[config.mk]
export PLATFORM = sky130hd
export DESIGN_NAME = image_buffer_controller
export DESIGN_NICKNAME = d
export VERILOG_FILES = /design/src/rtl/image_buffer_pkg.sv /design/src/rtl/image_buffer_word_packer.sv /design/src/rtl/image_buffer_controller.sv
export SDC_FILE = /design/constraint.sdc
export NUM_CORES = 1
export LEC_CHECK = 0
export ABC_AREA = 1
export BUFFER_PORTS_ARGS = -buffer_cell sky130_fd_sc_hd__buf_2
export CAP_MARGIN = 20
export CORE_MARGIN = 2
export CORE_UTILIZATION = 45
export CTS_CLUSTER_SIZE = 24
export DETAILED_ROUTE_END_ITERATION = 8
export PLACE_DENSITY = 0.65
export SLEW_MARGIN = 20
export SYNTH_ARGS = -nofsm -noshare
export SYNTH_HDL_FRONTEND = slang
export SYNTH_HIERARCHICAL = 1
export SYNTH_SLANG_ARGS = --single-unit
[constraint.sdc]
create_clock -name clock_in -period 8.35 [get_ports clock_in]
set_input_delay 0.4175 -clock clock_in [delete_from_list [all_inputs] [get_ports clock_in]]
set_output_delay 0.4175 -clock clock_in [all_outputs]
set_load 0.005 [all_outputs]
[src/rtl/image_buffer_pkg.sv]
// Shared types and constants for the image buffer controller and its word packer.
package image_buffer_pkg;

    localparam int WORD_ADDRESS_WIDTH = 14;
    localparam int MAX_FRAME_BYTES    = 65536;

    typedef enum logic [1:0] {
        ST_IDLE    = 2'd0,
        ST_CAPTURE = 2'd1,
        ST_FLUSH   = 2'd2,
        ST_DONE    = 2'd3
    } state_e;

endpackage

[src/rtl/image_buffer_word_packer.sv]
// Packs captured bytes little-endian into 32-bit words, counts bytes, flags overflow
// and holds the single-cycle write_pending word for the LRAM port.
module image_buffer_word_packer
    import image_buffer_pkg::*;
#(
    parameter int BYTE_ADDRESS_WIDTH = WORD_ADDRESS_WIDTH + 2
) (
    input  logic                          clk_i,
    input  logic                          rst_i,
    input  logic                          clear_i,
    input  logic                          capture_i,
    input  logic                          pixel_valid_i,
    input  logic [7:0]                    pixel_data_i,
    input  logic                          frame_end_i,
    output logic [BYTE_ADDRESS_WIDTH:0]   count_o,
    output logic                          overflow_o,
    output logic                          pending_o,
    output logic                          pending_next_o,
    output logic [BYTE_ADDRESS_WIDTH-3:0] pending_addr_o,
    output logic [31:0]                   pending_data_o
);

    localparam int BAW = BYTE_ADDRESS_WIDTH;
    localparam logic [BAW:0] CNT_ONE = {{BAW{1'b0}}, 1'b1};

    logic [BAW:0]   count_q, count_d;
    logic           overflow_q, overflow_d;
    logic [31:0]    word_q, word_d, merged;
    logic           pend_q, pend_d;
    logic [BAW-3:0] pend_addr_q, pend_addr_d;
    logic [31:0]    pend_data_q, pend_data_d;
    logic [1:0]     lane;
    logic           accept;

    assign lane = count_q[1:0];

    always_comb begin
        count_d     = count_q;
        overflow_d  = overflow_q;
        word_d      = word_q;
        merged      = word_q;
        pend_d      = 1'b0;
        pend_addr_d = pend_addr_q;
        pend_data_d = pend_data_q;
        accept      = 1'b0;
        if (clear_i) begin
            count_d    = '0;
            overflow_d = 1'b0;
            word_d     = '0;
        end else if (capture_i) begin
            if (pixel_valid_i) begin
                // The count saturates at exactly 2^BAW bytes; its top bit marks a full frame.
                if (count_q[BAW]) begin
                    overflow_d = 1'b1;
                end else begin
                    accept = 1'b1;
                    merged[{lane, 3'b000} +: 8] = pixel_data_i;
                    count_d = count_q + CNT_ONE;
                    word_d  = merged;
                end
            end
            if ((accept && lane == 2'd3) || (frame_end_i && count_d[1:0] != 2'd0)) begin
                pend_d      = 1'b1;
                pend_addr_d = count_q[BAW-1:2];
                pend_data_d = merged;
                word_d      = '0;
            end
        end
    end

    always_ff @(posedge clk_i or posedge rst_i) begin
        if (rst_i) begin
            count_q     <= '0;
            overflow_q  <= 1'b0;
            word_q      <= '0;
            pend_q      <= 1'b0;
            pend_addr_q <= '0;
            pend_data_q <= '0;
        end else begin
            count_q     <= count_d;
            overflow_q  <= overflow_d;
            word_q      <= word_d;
            pend_q      <= pend_d;
            pend_addr_q <= pend_addr_d;
            pend_data_q <= pend_data_d;
        end
    end

    assign count_o        = count_q;
    assign overflow_o     = overflow_q;
    assign pending_o      = pend_q;
    assign pending_next_o = pend_d;
    assign pending_addr_o = pend_addr_q;
    assign pending_data_o = pend_data_q;

endmodule

[src/rtl/image_buffer_controller.sv]
// Frame capture sequencer and single-port LRAM arbiter: pending capture writes always
// win the address port, host byte reads use every remaining cycle.
module image_buffer_controller
    import image_buffer_pkg::*;
#(
    parameter int BYTE_ADDRESS_WIDTH = WORD_ADDRESS_WIDTH + 2
) (
    input  logic                          clock_in,
    input  logic                          reset_in,
    input  logic                          capture_start_in,
    input  logic                          pixel_valid_in,
    input  logic [7:0]                    pixel_data_in,
    input  logic                          frame_end_in,
    output logic                          capture_busy_out,
    output logic                          capture_done_out,
    output logic [BYTE_ADDRESS_WIDTH:0]   captured_bytes_out,
    output logic                          overflow_out,
    input  logic                          read_request_valid_in,
    input  logic [BYTE_ADDRESS_WIDTH-1:0] read_request_address_in,
    output logic                          read_request_ready_out,
    output logic                          read_data_valid_out,
    output logic [7:0]                    read_data_out,
    output logic [BYTE_ADDRESS_WIDTH-3:0] ram_address_out,
    output logic [31:0]                   ram_write_data_out,
    output logic                          ram_write_enable_out,
    input  logic [31:0]                   ram_read_data_in
);

    state_e state_q, state_d;
    logic   start_ok, capturing, pending, pending_next, rd_accept;
    logic [BYTE_ADDRESS_WIDTH-3:0] pending_addr;

    logic       rd_vld_p0_q, rd_vld_p1_q;
    logic [1:0] rd_lane_p0_q, rd_lane_d;
    logic [7:0] rd_data_p1_q, rd_data_d;

    assign start_ok  = capture_start_in && (state_q == ST_IDLE || state_q == ST_DONE);
    assign capturing = (state_q == ST_CAPTURE);

    image_buffer_word_packer #(
        .BYTE_ADDRESS_WIDTH(BYTE_ADDRESS_WIDTH)
    ) u_packer (
        .clk_i          (clock_in),
        .rst_i          (reset_in),
        .clear_i        (start_ok),
        .capture_i      (capturing),
        .pixel_valid_i  (pixel_valid_in),
        .pixel_data_i   (pixel_data_in),
        .frame_end_i    (frame_end_in),
        .count_o        (captured_bytes_out),
        .overflow_o     (overflow_out),
        .pending_o      (pending),
        .pending_next_o (pending_next),
        .pending_addr_o (pending_addr),
        .pending_data_o (ram_write_data_out)
    );

    // FLUSH lasts only while the final word is being written, so DONE is reached
    // one cycle after frame end when nothing is left to write.
    always_comb begin
        state_d = state_q;
        case (state_q)
            ST_IDLE:    if (start_ok) state_d = ST_CAPTURE;
            ST_CAPTURE: if (frame_end_in) state_d = pending_next ? ST_FLUSH : ST_DONE;
            ST_FLUSH:   if (!pending_next) state_d = ST_DONE;
            ST_DONE:    if (start_ok) state_d = ST_CAPTURE;
            default:    state_d = ST_IDLE;
        endcase
    end

    always_ff @(posedge clock_in or posedge reset_in) begin
        if (reset_in) state_q <= ST_IDLE;
        else          state_q <= state_d;
    end

    assign capture_busy_out       = (state_q == ST_CAPTURE) || (state_q == ST_FLUSH);
    assign capture_done_out       = (state_q == ST_DONE);
    assign ram_write_enable_out   = pending;
    assign read_request_ready_out = !pending;
    assign ram_address_out        = pending ? pending_addr
                                            : read_request_address_in[BYTE_ADDRESS_WIDTH-1:2];
    assign rd_accept              = read_request_valid_in && !pending;

    assign rd_lane_d = rd_accept ? read_request_address_in[1:0] : rd_lane_p0_q;
    assign rd_data_d = rd_vld_p0_q ? ram_read_data_in[{rd_lane_p0_q, 3'b000} +: 8] : rd_data_p1_q;

    // p0: request accepted, RAM addressed; p1: RAM word returned, byte lane registered out
    always_ff @(posedge clock_in or posedge reset_in) begin
        if (reset_in) begin
            rd_vld_p0_q  <= 1'b0;
            rd_lane_p0_q <= 2'd0;
            rd_vld_p1_q  <= 1'b0;
            rd_data_p1_q <= 8'd0;
        end else begin
            rd_vld_p0_q  <= rd_accept;
            rd_lane_p0_q <= rd_lane_d;
            rd_vld_p1_q  <= rd_vld_p0_q;
            rd_data_p1_q <= rd_data_d;
        end
    end

    assign read_data_valid_out = rd_vld_p1_q;
    assign read_data_out       = rd_data_p1_q;

endmodule
==> results of run 1 <==
-- metrics by stage --
step	area [um^2]	total power [uW]	hold WS, ps	utilization [%]	setup slack [ps]
final	6990	2050	61.1	53.2	5080
after global routing	6990	2240	85.4	53.2	4690
after CTS	6990	2080	68.5	53.2	5070
after detailed placement	6730	1680	451	51.2	5090
after global placement	6730	1670	451	51.2	5210
after floorplan	6000	1430	307	-	5400
-- cells in the final DEF (no fill, tap or decap) --
cell type,instances
inv_1,90
a31o_2,1
nand2_2,10
nand3_2,1
clkbuf_16,9
buf_4,5
inv_4,1
inv_2,3
nand3_1,92
ha_1,10
nor2_4,2
clkinvlp_4,1
o22ai_1,8
clkbuf_1,3
xnor2_1,1
o21a_1,1
nand4_1,3
nor2_1,28
dfrtp_1,111
clkinv_1,1
a41oi_1,1
inv_6,1
o21ai_0,68
nand2_1,346
nor3_1,3
buf_2,138
a21oi_1,7
nor2_2,4
o21ai_1,4
clkinv_2,3
o21bai_1,1
nand3b_1,1
-- metal layers --
metal / part of all wire, % / global-route usage [%]
met1: 47 / 30.1
met4: 1.8 / 6.25
met5: 0 / 0
met3: 5.4 / 5.13
met2: 45 / 32.5
-- layout make-up --
class	instances	area share, %
multi-input combinational	592	37.7
clock buffer	12	3.38
inverter	96	5.26
timing repair buffer	143	10.4
clock inverter	4	0.322
tap	176	3.15
sequential	111	39.7
-- worst max path at each step --
stage                              from                  end  slack (ps)
finish              u_packer/count_o[0]           state_q[0]        5080
global placement    u_packer/count_o[0]           state_q[1]        5210
global route        u_packer/count_o[0]           state_q[1]        4690
detailed placement  u_packer/count_o[0]           state_q[0]        5090
CTS                 u_packer/count_o[0]           state_q[0]        5070
floorplan                      reset_in  u_packer/count_o[0]        5400
-- power groups by stage --
stage	registers, uW	clock network, uW	logic [uW]
2_1_floorplan	758	0	670
3_3_place_gp	791	0	875
3_5_place_dp	792	0	889
4_1_cts	784	399	892
5_1_grt	805	420	1020
6_report	782	388	882
-- worst max-delay path, stage by stage (launching register included) --
cell and delay (ps):
dfrtp_1 550, inv_1 200, ha_1 550, inv_1 130, nand2_1 90, nand2_1 60, nand2_1 70, nand2_1 60
nand2_2 50, buf_4 550, nand2_1 100, buf_4 310, inv_1 150, nand2_1 60, nand3_1 130, nand2_1 60
o21ai_0 70
-- registers in the layout, summed over array words and instances, names as in the netlist --
name / count
u_packer/pending_data_o: 32
u_packer/word_q: 32
u_packer/count_o: 17
u_packer/pending_addr_o: 14
read_data_out: 8
rd_lane_p0_q: 2
state_q: 2
rd_vld_p0_q: 1
read_data_valid_out: 1
u_packer/overflow_o: 1
u_packer/pending_o: 1
-- cell families after synthesis --
family,share of synthesized area (%)
AOI/OAI and AO/OA,7.96
xor gates and xnor gates,0.146
adders and majority gates,2.08
buffers and inverters,9.90
DFF,46.3
and+or+nand+nor,33.7
==> flow_summary.toml, run 1 <==
[clock_network]
postCtsSetupBuffers = 0
cts_made_buffers = 9
clkTransAtPathRegs_ps = 70
insertion_delay_ps = 360
clk_path_buf_depth = 2
post_cts_resized = 0
cts_sinks = 111
h-tree-depth = 3
cts_tree = "yes"
ctsHoldBuffers = 0
root_buffer = "clkbuf_16"

[pwr]
switchingPower_uw = 906
p_sw_share_pct = 44.2
p_leak_uw = 0.00399
p_int_uw = 1150
clkPwrFrac_pct = 18.9
peakVddDrop_mv = 0.199
combPwrFrac_pct = 43.0
powerDensity_nw_per_um2 = 293
power_frac_seq_pct = 38.1

[worst_setup_path]
r2r_start = "u_packer/count_o[0]"
critPathRequiredTime_ps = 8620
rr_worst_depth = 16
end_kind = "flip-flop"
r2r_setup_slack_ps = 5080
cp.arrival_ps = 3550
crit_type = "flip-flop to flip-flop"
startpoint_type = "flip-flop"
cp_max_fo = 79
regToRegEndpoint = "state_q[0]"

[logic_synthesis]
ys_top_cells_by_area = "dfrtp_1 46%, nand2_1 22%, nand3_1 7.7%, inv_1 5.7%, o21ai_0 5.7%"
async_flop_share_pct = 100
synth_cells = 837
postSynthAreaPerCell_um2 = 7.17
ys_seq_area_share_pct = 46.3
synthFlopType = "dfrtp_1"
ys_types = 31
netlist_top_cells_count = "346 x nand2_1, 111 x dfrtp_1, 92 x nand3_1, 91 x inv_1, 68 x o21ai_0"
synth_most_common_cell = "nand2_1"
yosysWarnings = 6
synth_edf_count = 0
synth_top_area_cell = "dfrtp_1"
synth.ff_latch_count = 111
netlist_area_um2 = 6000
netlist.area_leader.share_pct = 46.3
syn_nets = 909

[sta]
worstMarginPinSlew_ps = 855
finalSetupTns_ps = 0
slew_headroom_pct = 43.0
rsz0062_at_grt = "false"
fin_skew_ps = 10.0
max_freq_ghz = 0.305
period_needed_ps = 3270
maxSlewViolCount = 0
period_share_pct = 39.2
setup-violations-final = 0
hold_violations = 0

[detailed_routing]
drc = 0
drtPass1Iterations = 4
drt-total-wl_mm = 14.5
viasPerCell = 4.88
wl_per_cell_um = 12.8
vias = 5529
drt-initial-drc-count = 311
ant_nets = 0

[finish]
seq_area_um2 = 2780
instances_no_fill = 1134
diodes = 0
multi_input_area_um2 = 2640
drive_above_1_share_pct = 18.7
fillers = 1323
areaGrowthSynthToFinish_pct = 16.4
fin_nets = 1025

[floorplan]
start_util_pct = 45.7
die_w_um = 120
fp.dieH_um = 120
die_area_um2 = 14300
core_um2 = 13100
row_count = 42
io_pins = 139

[grt]
antenna_found_initial = 0
grt_max_degree = 80
gr-total-overflow = 0
grt_pass1_vias = 5074
grt_usage_pct = 21.2
grt_first_pass_wirelength_mm = 24.6

[placement]
io_buffer_count = 138
hpwl_mm = 10.2
place_inst = 1118
gp_congestion = 0.896

[hold_path]
min_path_type = "primary input to async pin"

[flow_run]
maxCapViolations = 0

[status]
status = "completed"
(Power assumes the default switching activity.)
==> inputs of run 2 (changes only) <==
ABC_AREA = 0   (was 1)
clock period = 3.2 ns   (was 8.35 ns; I/O delays follow)
==> run 2 against run 1 <==
  * Count of clock-buffer cells in the layout decreased by 3
  * Sequential share of layout area increased by 2.2 points
  * Worst setup slack got worse by 4600 ps
  * Synthesized cell count decreased by 42%
  * Routed wire length decreased by 10%
  * Sequential cell count unchanged
  * Utilization increased by 1.9 points
  * Critical path type unchanged
  * First-iteration DRC count decreased by 5.5%
  * Critical endpoint is now u_packer/pending_data_o[1]
  * Clock power increased to 2.9 times the previous value
  * Largest power group is now sequential cells
==> flow_summary.toml, run 2 <==
[clock_network]
cts_tree = "yes"
cts_sinks = 111
insertion_delay_ps = 350
postCtsSetupBuffers = 0
ctsHoldBuffers = 1
cts_made_buffers = 9
clkTransAtPathRegs_ps = 70
h-tree-depth = 3
clk_path_buf_depth = 2
root_buffer = "clkbuf_16"
post_cts_resized = 0

[detailed_routing]
drt-total-wl_mm = 13.0
drc = 0
drt-initial-drc-count = 294
vias = 4170
wl_per_cell_um = 17.0
drtPass1Iterations = 4
ant_nets = 0
viasPerCell = 5.46

[worst_setup_path]
r2r_setup_slack_ps = 470
critPathLaunch = "u_packer/count_o[0]"
rr_worst_depth = 7
crit_type = "flip-flop to flip-flop"
cp.arrival_ps = 2960
end_kind = "flip-flop"
r2r_start = "u_packer/count_o[0]"
regToRegEndpoint = "u_packer/pending_data_o[1]"
startpoint_type = "flip-flop"
critPathRequiredTime_ps = 3430
crit_end = "u_packer/pending_data_o[1]"
cp_max_fo = 17

[logic_synthesis]
synth_most_common_cell = "dfrtp_1"
synthFlopType = "dfrtp_1"
synth_cells = 483
syn_nets = 555
netlist.area_leader.share_pct = 50.4
synth_edf_count = 0
ys_top_cells_by_area = "dfrtp_1 50%, mux2_2 8.4%, mux2i_1 4.9%, a22o_1 4.3%, a22oi_1 2.4%"
yosysWarnings = 6
netlist_top_cells_count = "111 x dfrtp_1, 41 x mux2_2, 32 x nand2_1, 30 x inv_1"
ys_seq_area_share_pct = 50.4
async_flop_share_pct = 100
netlist_area_um2 = 5520
synth.ff_latch_count = 111
ys_types = 52
synth_top_area_cell = "dfrtp_1"
postSynthAreaPerCell_um2 = 11.4

[floorplan]
start_util_pct = 45.9
io_pins = 139
row_count = 40
core_um2 = 12000
fp.dieH_um = 115
die_w_um = 115
die_area_um2 = 13200

[grt]
grt_first_pass_wirelength_mm = 20.8
grt_max_degree = 74
antenna_found_initial = 0
gr-total-overflow = 0
grt_pass1_vias = 4057
grt_usage_pct = 20.0

[finish]
areaGrowthSynthToFinish_pct = 20.0
fillers = 1065
final_cell_mix = "138 x buf_2, 111 x dfrtp_1, 41 x mux2_2"
fin_nets = 685
drive_above_1_share_pct = 35.5
postLayoutCellArea_um2 = 6620
final_common_cell = "buf_2"
diodes = 0

[sta]
max_freq_ghz = 0.366
finalSetupTns_ps = 0
hold_violations = 0
period_share_pct = 85.3
slew_headroom_pct = 27.0
fin_skew_ps = 7.19
worstMarginPinSlew_ps = 1090
period_needed_ps = 2730
rsz0062_at_grt = "false"
maxSlewViolCount = 0
setup-violations-final = 0

[pwr]
powerDensity_nw_per_um2 = 674
peakVddDrop_mv = 0.375
power.total_uw = 4460
p_leak_uw = 0.00323

[placement]
hpwl_mm = 9.23
gp_congestion = 0.789
io_buffer_count = 138
place_area_um2 = 6310

[hold_path]
hold_depth = 2
min_path_type = "primary input to flip-flop"

[status]
status = "completed"

[flow_run]
maxCapViolations = 0
-- run 2: final cells by class --
cell class	instances	area (um^2)	share of cell area (%)
sequential	111	2780	42.0
multi-input combinational	311	2460	37.2
timing repair buffer	150	783	11.8
clock buffer	9	225	3.40
tap	147	184	2.78
inverter	30	115	1.74
clock inverter	6	72.6	1.10
-- run 2: worst min path at each step --
stage	startpoint	endpoint
after floorplan	reset_in	rd_lane_p0_q[0]
after global placement	reset_in	state_q[1]
after detailed placement	reset_in	state_q[0]
after CTS	read_request_address_in[0]	rd_lane_p0_q[0]
after global routing	read_request_address_in[0]	rd_lane_p0_q[0]
final	read_request_address_in[0]	rd_lane_p0_q[0]
-- run 2: per-layer routing --
layer  GRT usage, %  vias to the layer above  part of all wire, %
met4           7.47                        0                  1.7
li1               -                     1993                    -
met3           3.28                       13                  4.2
met5              0                        -                    0
met2           32.8                      122                   48
met1           26.8                     2042                   46
-- run 2: cell families after synthesis --
family / count (synthesis) / share of synthesized area [%]
compound gates: 99 / 13.2
flops: 111 / 50.4
simple gates: 111 / 11.5
fa+ha+maj: 10 / 2.27
buf+inv: 61 / 5.13
xor+xnor: 11 / 1.75
mux: 80 / 15.8
-- run 2: power breakdown --
group / total, uW / switching, uW / internal [uW]
sequential: 1740 / 160 / 1580
clock: 1120 / 511 / 608
combinational: 1600 / 924 / 675
-- run 2: metrics by stage --
step / hold slack, ps / setup WS [ps] / util (%) / instances
2_1_floorplan: 49.2 / 328 / - / 483
3_3_place_gp: 273 / 606 / 52.5 / 748
3_5_place_dp: 274 / 456 / 52.5 / 748
4_1_cts: 40.6 / 463 / 55.1 / 764
5_1_grt: 53.6 / 320 / 55.1 / 764
6_report: 53.2 / 469 / 55.1 / 764
-- run 2: critical path, cell delays in order, from the launching register on --
cell and delay [ps]:
dfrtp_1 340, inv_1 120, ha_1 480, nor3b_1 130
a211oi_2 380, o21ba_2 500, buf_4 320, mux2_1 350
==> inputs of run 3 (changes only) <==
BUFFER_PORTS_ARGS = not set   (was -buffer_cell sky130_fd_sc_hd__buf_2)
DONT_BUFFER_PORTS = 1   (was not set)
PLACE_DENSITY = 0.56   (was 0.65)
RECOVER_POWER = 50   (was not set)
==> run 3 against run 2 <==
  * The run now ends with max-capacitance violations, max-slew violations left
  * Die area unchanged
  * Global-route usage grew 0.14 points
  * Via count down 8.9%
  * Utilization decreased by 4.0 points
  * Routed wire length is 0.72% lower
  * Register-to-register slack worse by 30 ps
  * Critical path depth stayed put
==> flow_summary.toml, run 3 (synthesis gave the netlist of run 2 again) <==
[status]
status = "finished with violations"
failed_checks = "max-capacitance violations, max-slew violations"

[sta]
slew_headroom_pct = -50.4
fin_skew_ps = 12.5
setup_ws_ps = 443
finalSetupTns_ps = 0
hold_violations = 0
maxSlewViolCount = 59
period_needed_ps = 2760
setup-violations-final = 0
holdWs_ps = 19.4
worstMarginPinSlew_ps = 2260
max_freq_ghz = 0.363
period_share_pct = 86.2
rsz0062_at_grt = "false"

[grt]
grt_max_degree = 59
grt_first_pass_wirelength_mm = 20.4
grt_pass1_vias = 3709
gr-total-overflow = 0
grt_usage_pct = 20.1
antenna_found_initial = 0

[finish]
drive_above_1_share_pct = 16.1
final_common_cell = "dfrtp_1"
final_cell_mix = "111 x dfrtp_1, 41 x mux2_2, 32 x nand2_1"
fillers = 1121
areaGrowthSynthToFinish_pct = 11.4
final_util_pct = 51.1
diodes = 0
fin_nets = 564

[worst_setup_path]
critPathLaunch = "u_packer/count_o[1]"
crit_type = "flip-flop to flip-flop"
critPathRequiredTime_ps = 3430
cp.arrival_ps = 2990
r2r_setup_slack_ps = 440
r2r_start = "u_packer/count_o[1]"
startpoint_type = "flip-flop"
crit_end = "state_q[0]"
end_kind = "flip-flop"
rr_worst_depth = 7
regToRegEndpoint = "state_q[0]"
cp_max_fo = 13

[pwr]
peakVddDrop_mv = 0.356
power_frac_seq_pct = 39.7
powerDensity_nw_per_um2 = 726
combPwrFrac_pct = 31.9
clkPwrFrac_pct = 28.4
power.total_uw = 4460
p_leak_uw = 0.00270
p_int_uw = 2930
p_sw_share_pct = 34.3
switchingPower_uw = 1530

[clock_network]
cts_tree = "yes"
post_cts_resized = 0
clk_path_buf_depth = 2
ctsHoldBuffers = 15
h-tree-depth = 3
cts_made_buffers = 9
clkTransAtPathRegs_ps = 70
cts_sinks = 111
root_buffer = "clkbuf_16"
insertion_delay_ps = 350
postCtsSetupBuffers = 0

[detailed_routing]
drc = 0
vias = 3798
wl_per_cell_um = 20.0
viasPerCell = 5.90
drt-total-wl_mm = 12.9
drtPass1Iterations = 4
drt-initial-drc-count = 245
ant_nets = 0

[floorplan]
io_pins = 139
fp.dieH_um = 115
die_w_um = 115
row_count = 40
core_um2 = 12000
die_area_um2 = 13200
start_util_pct = 45.9

[placement]
hpwl_mm = 8.53
pre_cts_slack_ps = 536
gp_congestion = 0.813
io_buffer_count = 0

[hold_path]
hold_depth = 2
min_path_type = "primary input to flip-flop"

[flow_run]
maxCapViolations = 1
==> run 3: cell count changes in the layout (fill, tap and decap cells not counted), sizes merged, moves of 2 or more <==
cell / delta
bufinv: +2
dlygate4sd3: +14
clkbuf: +3
clkinv: -3
buf: -136
==> run 3: per-stage QoR <==
step,cells,area [um^2]
after global placement,613,5660
after floorplan,483,5520
final,644,6140
after detailed placement,613,5660
after global routing,644,6140
after CTS,644,6150
==> run 3: power groups by stage <==
stage	Sequential [uW]	Clock [uW]	Combinational, uW
2_1_floorplan	1720	0	1130
3_3_place_gp	1790	0	1380
3_5_place_dp	1800	0	1410
4_1_cts	1780	1300	1440
5_1_grt	1800	1360	1580
6_report	1770	1270	1420
==> run 3: layer usage <==
metal  track usage, %  share of wire, %  up-vias
li1                 -                 -     1750
met1             26.1                42     1912
met2             33.5                50      120
met3             3.92               6.1       16
met4             7.79               1.6        0
met5                0                 0        -
==> run 3: worst min-delay path by stage <==
stage / to / slack, ps / start
after floorplan: rd_lane_p0_q[0] / 50 / reset_in
after global placement: state_q[1] / 120 / reset_in
after detailed placement: state_q[0] / 120 / reset_in
after CTS: read_data_out[4] / 10 / ram_read_data_in[20]
after global routing: read_data_out[4] / 20 / ram_read_data_in[20]
final: read_data_out[4] / 20 / ram_read_data_in[20]
==> run 3: worst max-delay path, cell delays in order (launching register included) <==
cell	delay, ps
dfrtp_1	370
clkbuf_1	400
ha_1	430
o21a_1	320
o21ba_2	500
nand2_1	100
o221ai_1	140
mux2_2	380
==> run 3: area by class of cell <==
type                            instances  area [um^2]  area share [%]
Timing Repair Buffer                   29          277            4.50
Clock inverter                          5          104            1.69
Clock buffer                           11          233            3.79
Tap cell                              147          184            2.99
Inverter                               30          113            1.83
Sequential cell                       111         2780            45.2
Multi-Input combinational cell        311         2460            40.0
